--- src/rtl/fpu_e2m_ctrl.sv ---
// E-to-M stage sequencer for the shared iterative divide/sqrt array.
// Stalls the front end while the array runs, then steers its result onto ealu.
module fpu_e2m_ctrl #(
  parameter int unsigned DIV_CYC  = 14,
  parameter int unsigned SQRT_CYC = 16
) (
  input  logic       clk,
  input  logic       rst,
  input  logic       e_valid,
  input  logic       e_fdiv,
  input  logic       e_fsqrt,
  input  logic       intr,
  output logic       fu_start,
  output logic       fu_op,
  output logic       fu_abort,
  output logic       stall_e,
  output logic       e2m_bubble,
  output logic       e2m_rsel,
  output logic       busy,
  output logic [4:0] cnt
);

  typedef enum logic [1:0] {IDLE, RUN, DONE} state_t;

  localparam logic [4:0] DIV_LAT  = 5'(DIV_CYC - 1);
  localparam logic [4:0] SQRT_LAT = 5'(SQRT_CYC - 1);

  state_t     state, state_nxt;
  logic [4:0] cnt_q, cnt_nxt;
  logic       op_q, op_nxt;
  logic       accept;

  assign accept = (state == IDLE) && e_valid && (e_fdiv || e_fsqrt) && !intr;

  always_ff @(posedge clk) begin
    if (rst) begin
      state <= IDLE;
      cnt_q <= '0;
      op_q  <= 1'b0;
    end else begin
      state <= state_nxt;
      cnt_q <= cnt_nxt;
      op_q  <= op_nxt;
    end
  end

  always_comb begin
    state_nxt = state;
    cnt_nxt   = cnt_q;
    op_nxt    = op_q;
    unique case (state)
      IDLE: begin
        if (accept) begin
          state_nxt = RUN;
          // div wins when both opcodes are flagged
          cnt_nxt   = e_fdiv ? DIV_LAT : SQRT_LAT;
          op_nxt    = !e_fdiv;
        end
      end
      RUN: begin
        if (intr || cnt_q == 5'd1) begin
          state_nxt = intr ? IDLE : DONE;
          cnt_nxt   = '0;
        end else begin
          cnt_nxt   = cnt_q - 5'd1;
        end
      end
      DONE: begin
        state_nxt = IDLE;
        cnt_nxt   = '0;
      end
      default: begin
        state_nxt = IDLE;
        cnt_nxt   = '0;
      end
    endcase
  end

  always_comb begin
    fu_start   = 1'b0;
    fu_abort   = 1'b0;
    stall_e    = 1'b0;
    e2m_bubble = 1'b0;
    e2m_rsel   = 1'b0;
    busy       = 1'b0;
    if (!rst) begin
      busy = (state != IDLE);
      unique case (state)
        IDLE: begin
          fu_start   = accept;
          stall_e    = accept;
          e2m_bubble = accept;
        end
        RUN: begin
          fu_abort   = intr;
          stall_e    = !intr;
          e2m_bubble = 1'b1;
        end
        DONE: begin
          fu_abort   = intr;
          e2m_bubble = intr;
          e2m_rsel   = !intr;
        end
        default: ;
      endcase
    end
  end

  // Registered values are masked while reset is held so every output reads 0.
  assign cnt   = rst ? '0 : cnt_q;
  assign fu_op = rst ? 1'b0 : op_q;

endmodule

--- config.mk ---
export PLATFORM = sky130hd
export DESIGN_NAME = fpu_e2m_ctrl
export DESIGN_NICKNAME = d
export VERILOG_FILES = /design/src/rtl/fpu_e2m_ctrl.sv
export SDC_FILE = /design/constraint.sdc
export NUM_CORES = 1
export LEC_CHECK = 0
export ABC_AREA = 1
export CAP_MARGIN = 30
export CORE_UTILIZATION = 45
export CTS_BUF_LIST = sky130_fd_sc_hd__clkbuf_16
export DETAILED_ROUTE_END_ITERATION = 8
export PLACE_DENSITY = 0.77
export SYNTH_ARGS = -nofsm -noshare
export SYNTH_HDL_FRONTEND = slang
export SYNTH_SLANG_ARGS = --single-unit
--- constraint.sdc ---
create_clock -name clk -period 1.8 [get_ports clk]
set_clock_uncertainty 0.2 [all_clocks]
set_input_delay 0.36 -clock clk [delete_from_list [all_inputs] [get_ports clk]]
set_output_delay 0.36 -clock clk [all_outputs]
set_load 0.005 [all_outputs]
## Word-level counts from Yosys, hierarchy flattened

Cells that the tools add are included.

| word-level totals | value |
|---|---|
| flip-flop bits (word level) | 8 |
| input bits | 6 |
| output and inout port bits | 12 |
| logic and storage cells | 42 |

| cells by class | value |
|---|---|
| $add $sub $neg | 1 |
| equal/unequal tests | 5 |
| muxes and demuxes | 21 |
| reductions and logical operators | 12 |

Operators by type and width:

| operator | number |
|---|---|
| $mux 5 | 3 |
| $mux 1 | 10 |
| $pmux 5 s2 | 1 |
| $mux 2 | 4 |
| $eq 5x1->1 const B | 1 |
| $sub 5x1->5 const B | 1 |
| $ne 2x2->1 const B | 2 |
| $pmux 2 s2 | 1 |
| $reduce_and 2->1 | 2 |
| $logic_and 1x1->1 | 3 |
| $pmux 1 s3 | 1 |
| $eq 2x1->1 const B | 1 |
| $eq 2x2->1 const B | 1 |
| $logic_not 1->1 | 2 |
| $logic_not 2->1 | 1 |
| $logic_or 1x1->1 | 2 |
| $pmux 1 s2 | 1 |
| $reduce_bool 2->1 | 1 |
| $reduce_or 2->1 | 1 |

## Longest topological paths before layout

| depth | value |
|---|---|
| word-level depth | 6 |
| depth in mapped cells | 10 |
| gate-level depth less buffers | 10 |

## Worst setup path after synthesis

No wires, ideal clock.

| timing | value |
|---|---|
| path type | register to output |
| start | reg state[0] |
| end | out e2m_bubble |
| arrival | 1.160 ns |
| required time | 1.240 ns |
| path slack | 0.080 ns |
| stages on the path, launching flop included | 7 |
| buffers on the path | 0 |
| cell sequence | dfxtp_1 inv_1 ha_1 inv_2 nor2_4 nand3_4 a211oi_1 |

| between the ends | value |
|---|---|
| word-level cells in the longest chain between the ends | 6 |
| elaborated cells between the ends (all ways) | 8 |
| classes of those cells | 2 x eq/ne; 2 x mux; 4 x reduce/logical |

Ends and longest elaborated chain:

| item | line | source |
|---|---|---|
| from (decl) | 28 | `state_t state, state_nxt;` |
| from (signal assigned) | 41 | `state <= state_nxt;` |
| $logic_not 2->1 | 33, 88 |  |
| $logic_and 1x1->1 (3 in series) | 33 | `assign accept = (state == IDLE) && e_valid && (e_fdiv \|\| e_fsqrt) && !intr;` |
| $pmux 1 s3 (*) | 88 | `unique case (state)` |
| $mux 1 (*) | 86 | `if (!rst) begin` |
| to (decl) | 17 | `output logic e2m_bubble,` |

Mark *: on every way between the ends. The rest lies on a longest branch, timed or not.

## Worst setup path in the final report

| timing | value |
|---|---|
| start | in e_valid |
| end | reg cnt_q[1] |

| between the ends | value |
|---|---|
| word-level cells in the longest chain between the ends | 4 |

Ends and longest elaborated chain:

| item | line | source |
|---|---|---|
| from (decl) | 9 | `input logic e_valid,` |
| $logic_and 1x1->1 (3 in series) | 33 |  |
| $ne 2x2->1 (no source line) | - |  |
| to (signal assigned) | 42 | `cnt_q <= cnt_nxt;` |
| to (decl) | 29 | `logic [4:0] cnt_q, cnt_nxt;` |

No other way between the ends.
A chain may end at the register's enable or synchronous reset.

==> impl_metrics.py <==
metrics = {
    "outcome": {
        "run_status": "finished with violations",
        "violations": "negative setup slack",
    },
    "synthesis": {
        "synth_seq_area_share": 0.262,
        "synth_ff_type": "dfxtp_1",
        "yosys_warnings": 0,
        "synthAdderAreaFrac": 0.123,
        "synthTopCellsByArea": "dfxtp_1 (26%), ha_1 (12%), inv_1 (10%), nor2_1 (10%), nand2_1 (9.2%)",
        "yosys.area.top_type": "dfxtp_1",
        "syn-num-nets": 104,
        "synth_compound_area_frac": 0.0984,
        "ys_types": 20,
        "synth-xor-area-share": 0.0143,
        "synth.avg_cell_area_um2": 6.64,
        "async_reset_ff_frac": 0,
        "synth-edff-count": 0,
        "syn_inst": 92,
        "synth_common_cells": "inv_1 (17), nor2_1 (17), nand2_1 (15)",
        "ys_ff_latch": 8,
        "synth_top_family_by_area": "simple AND/OR/NAND/NOR gates",
        "synth.top_cell.area_share": 0.262,
        "muxShareOfSynthArea": 0,
        "synthSimpleGateAreaFrac": 0.383,
        "netlist_area_um2": 611,
    },
    "clock_tree": {
        "clkTransAtPathRegs_ns": 0.04,
        "cts_buffers": 3,
        "clock-root-buffer": "clkbuf_16",
        "tritoncts": "done",
        "htree_levels": 1,
        "clockBufferDepth": 2,
        "cts_sinks": 8,
        "clk_latency_ns": 0.23,
    },
    "die": {
        "dieArea_um2": 1510,
        "num_rows": 12,
        "die_y_um": 38.8,
        "core-area_um2": 1190,
        "start_util": 0.515,
        "die_x_um": 38.8,
        "num_io_pins": 18,
    },
    "sta": {
        "setup_violations": 5,
        "slew_headroom": 0.772,
        "worstMarginPinSlew_ns": 0.342,
        "setup_slack_ns": -0.183,
        "hold_viol": 0,
        "rsz0062_at_grt": "yes",
        "post-route-period-util": 1.10,
        "max_clock_freq_mhz": 504,
        "slew_violations": 0,
        "min_period_ns": 1.98,
        "hold_ws_ns": 0.400,
    },
    "critical_path": {
        "setup.worst_path.end": "cnt_q[1]",
        "crit_required_ns": 1.78,
        "rr_endpoint": "cnt_q[1]",
        "cp.depth": 10,
        "crit_buf_inv": 7,
        "crit_path_start": "e_valid",
        "cp.arrival_ns": 1.96,
        "r2r_setup_slack_ns": -0.17,
        "critPathSlowestCell": "clkdlybuf4s50_1",
        "crit_fanout": 2,
        "cpPeakStageDelay_ns": 0.56,
        "start_kind": "input port",
        "crit_type": "in2reg",
        "end_kind": "flip-flop",
        "rr_startpoint": "state[0]",
        "cpMostUsedCell": "buf_6",
        "reg2reg_depth": 13,
        "critical_path.top_delay_family": "buffers and inverters",
        "cp_cell_sequence": "clkdlybuf4s50_1 > nand4_1 > buf_4 > buf_6 > buf_6 > buf_6 > buf_6 > nand3b_1 > nand2_1 > inv_1",
    },
    "global_routing": {
        "grt_max_degree": 9,
        "grt_pass1_wl_um": 3580,
        "antenna_found_initial": 0,
        "grt_pass1_vias": 799,
        "grt_usage": 0.363,
        "grt-ovfl-total": 0,
    },
    "power_and_ir_drop": {
        "total_power_mw": 1.58,
        "p_sw_uw": 656,
        "pwr-share-clk": 0.238,
        "power_frac_comb": 0.574,
        "sw_frac_of_total": 0.414,
        "peakVddDrop_uv": 1090,
        "leakagePower_nw": 0.591,
        "power_density_nw_per_um2": 1400,
        "power.internal_uw": 927,
        "seq_power_share": 0.188,
    },
    "placed_design": {
        "dpl-instance-area_um2": 913,
        "dpl.hpwl_um": 1260,
        "port_buffers": 17,
        "gp_congestion": 0.853,
        "pre_cts_ws_ns": -0.627,
    },
    "drt": {
        "drtIter0Drc": 35,
        "wl_met1_um": 1060,
        "firstDrtPassIters": 4,
        "top_layer": "met4",
        "route.met2.wl_um": 1470,
        "drtAntennaViolNets": 0,
        "avgViaCountPerCell": 5.93,
        "vias": 884,
        "wl_met3_um": 246,
        "wire_per_inst_um": 19.3,
        "drc_errors": 0,
        "drt-total-wl_um": 2880,
    },
    "cells_and_area": {
        "multi_input_area_um2": 449,
        "regArea_um2": 166,
        "final_nets": 149,
        "nFillCells": 36,
        "area_delta_synth_final_pct": 84.6,
        "num_antenna_cells": 0,
        "layout-drive-gt1-share": 0.444,
        "final_cell_area_um2": 1130,
    },
    "worst_hold_path": {
        "min_path_cells": 3,
        "hold_class": "reg2reg",
    },
    "job": {
        "drv_cap": 0,
    },
}
==> worst register-to-register path: stages (launching register included) <==
cell and delay (ns):
dfxtp_2 0.33, inv_4 0.07, ha_4 0.15, inv_4 0.04
nor2_4 0.11, nand4_1 0.19, buf_4 0.20, buf_6 0.11
buf_6 0.10, buf_6 0.10, buf_6 0.10, nand3b_1 0.09
nand2_1 0.07, inv_1 0.05
==> cells by family after synthesis <==
group | after synthesis
and+or+nand+nor | 48
AOI/OAI and AO/OA | 10
DFF | 8
xor gates and xnor gates | 1
adders and majority gates | 6
buffers and inverters | 19
==> repair_timing <==
action | 4_1_cts | 5_1_grt
pin swaps | 7 | 9
endpoints found under the setup margin | 12 | 8
setup buffers | 9 | 1
resized for setup | 55 | 15
gates cloned | 0 | 0
hold buffers | 0 | 0
==> how the worst min path moves through the flow <==
| stage | start | endpoint | slack, ns |
|---|---|---|---|
| floorplan | state[1] | state[1] | 0.29 |
| global placement | cnt_q[4] | cnt_q[4] | 0.32 |
| detailed placement | cnt_q[0] | cnt_q[0] | 0.35 |
| CTS | op_q | op_q | 0.37 |
| global route | cnt_q[4] | cnt_q[4] | 0.41 |
| finish | state[0] | state[0] | 0.40 |
==> flip-flops by register name, indices dropped and copies added (netlist names) <==
register and cells:
cnt_q 5, state 2, op_q 1
==> metrics by stage <==
stage	util	std cells	setup TNS [ns]
2_1_floorplan	-	92	0
3_3_place_gp	0.770	138	-5.82
3_5_place_dp	0.770	138	-6.05
4_1_cts	0.922	149	-0.336
5_1_grt	0.950	149	-0.736
6_report	0.950	149	-0.570
==> layout by cell type (no fill, tap or decap), drive strengths merged <==
| master | instances |
|---|---|
| buf | 29 |
| nor2 | 19 |
| nand2 | 18 |
| inv | 18 |
| dfxtp | 8 |
| dlygate4sd2 | 7 |
| nand3 | 6 |
| ha | 6 |
| a21oi | 5 |
| o21ai | 4 |
| clkbuf | 4 |
| nand4 | 2 |
| nand3b | 2 |
| dlymetal6s2s | 2 |
| a211oi | 1 |
| nor3b | 1 |
| xnor2 | 1 |
| clkdlybuf4s50 | 1 |
| clkdlybuf4s15 | 1 |
==> power by group through the flow <==
stage / Clock [mW] / Combinational, mW / Sequential [mW]
finish: 0.377 / 0.908 / 0.298
detailed placement: 0 / 0.681 / 0.274
global placement: 0 / 0.647 / 0.272
floorplan: 0 / 0.404 / 0.268
CTS: 0.372 / 0.773 / 0.282
global route: 0.385 / 0.950 / 0.302
==> per-layer routing <==
layer  global-route usage  vias up
li1                     -      376
met1                0.340      420
met2                0.667       72
met3                0.110       16
met4                0.233        0
met5                    0        -
==> final cells by class <==
class                           instances  share of cell area
Multi-Input combinational cell         65               0.398
Inverter                               18              0.0666
Sequential cell                         8               0.148
Timing Repair Buffer                   41               0.305
Clock buffer                            3              0.0666
Tap cell                               14              0.0155
(Power assumes the default switching activity.)
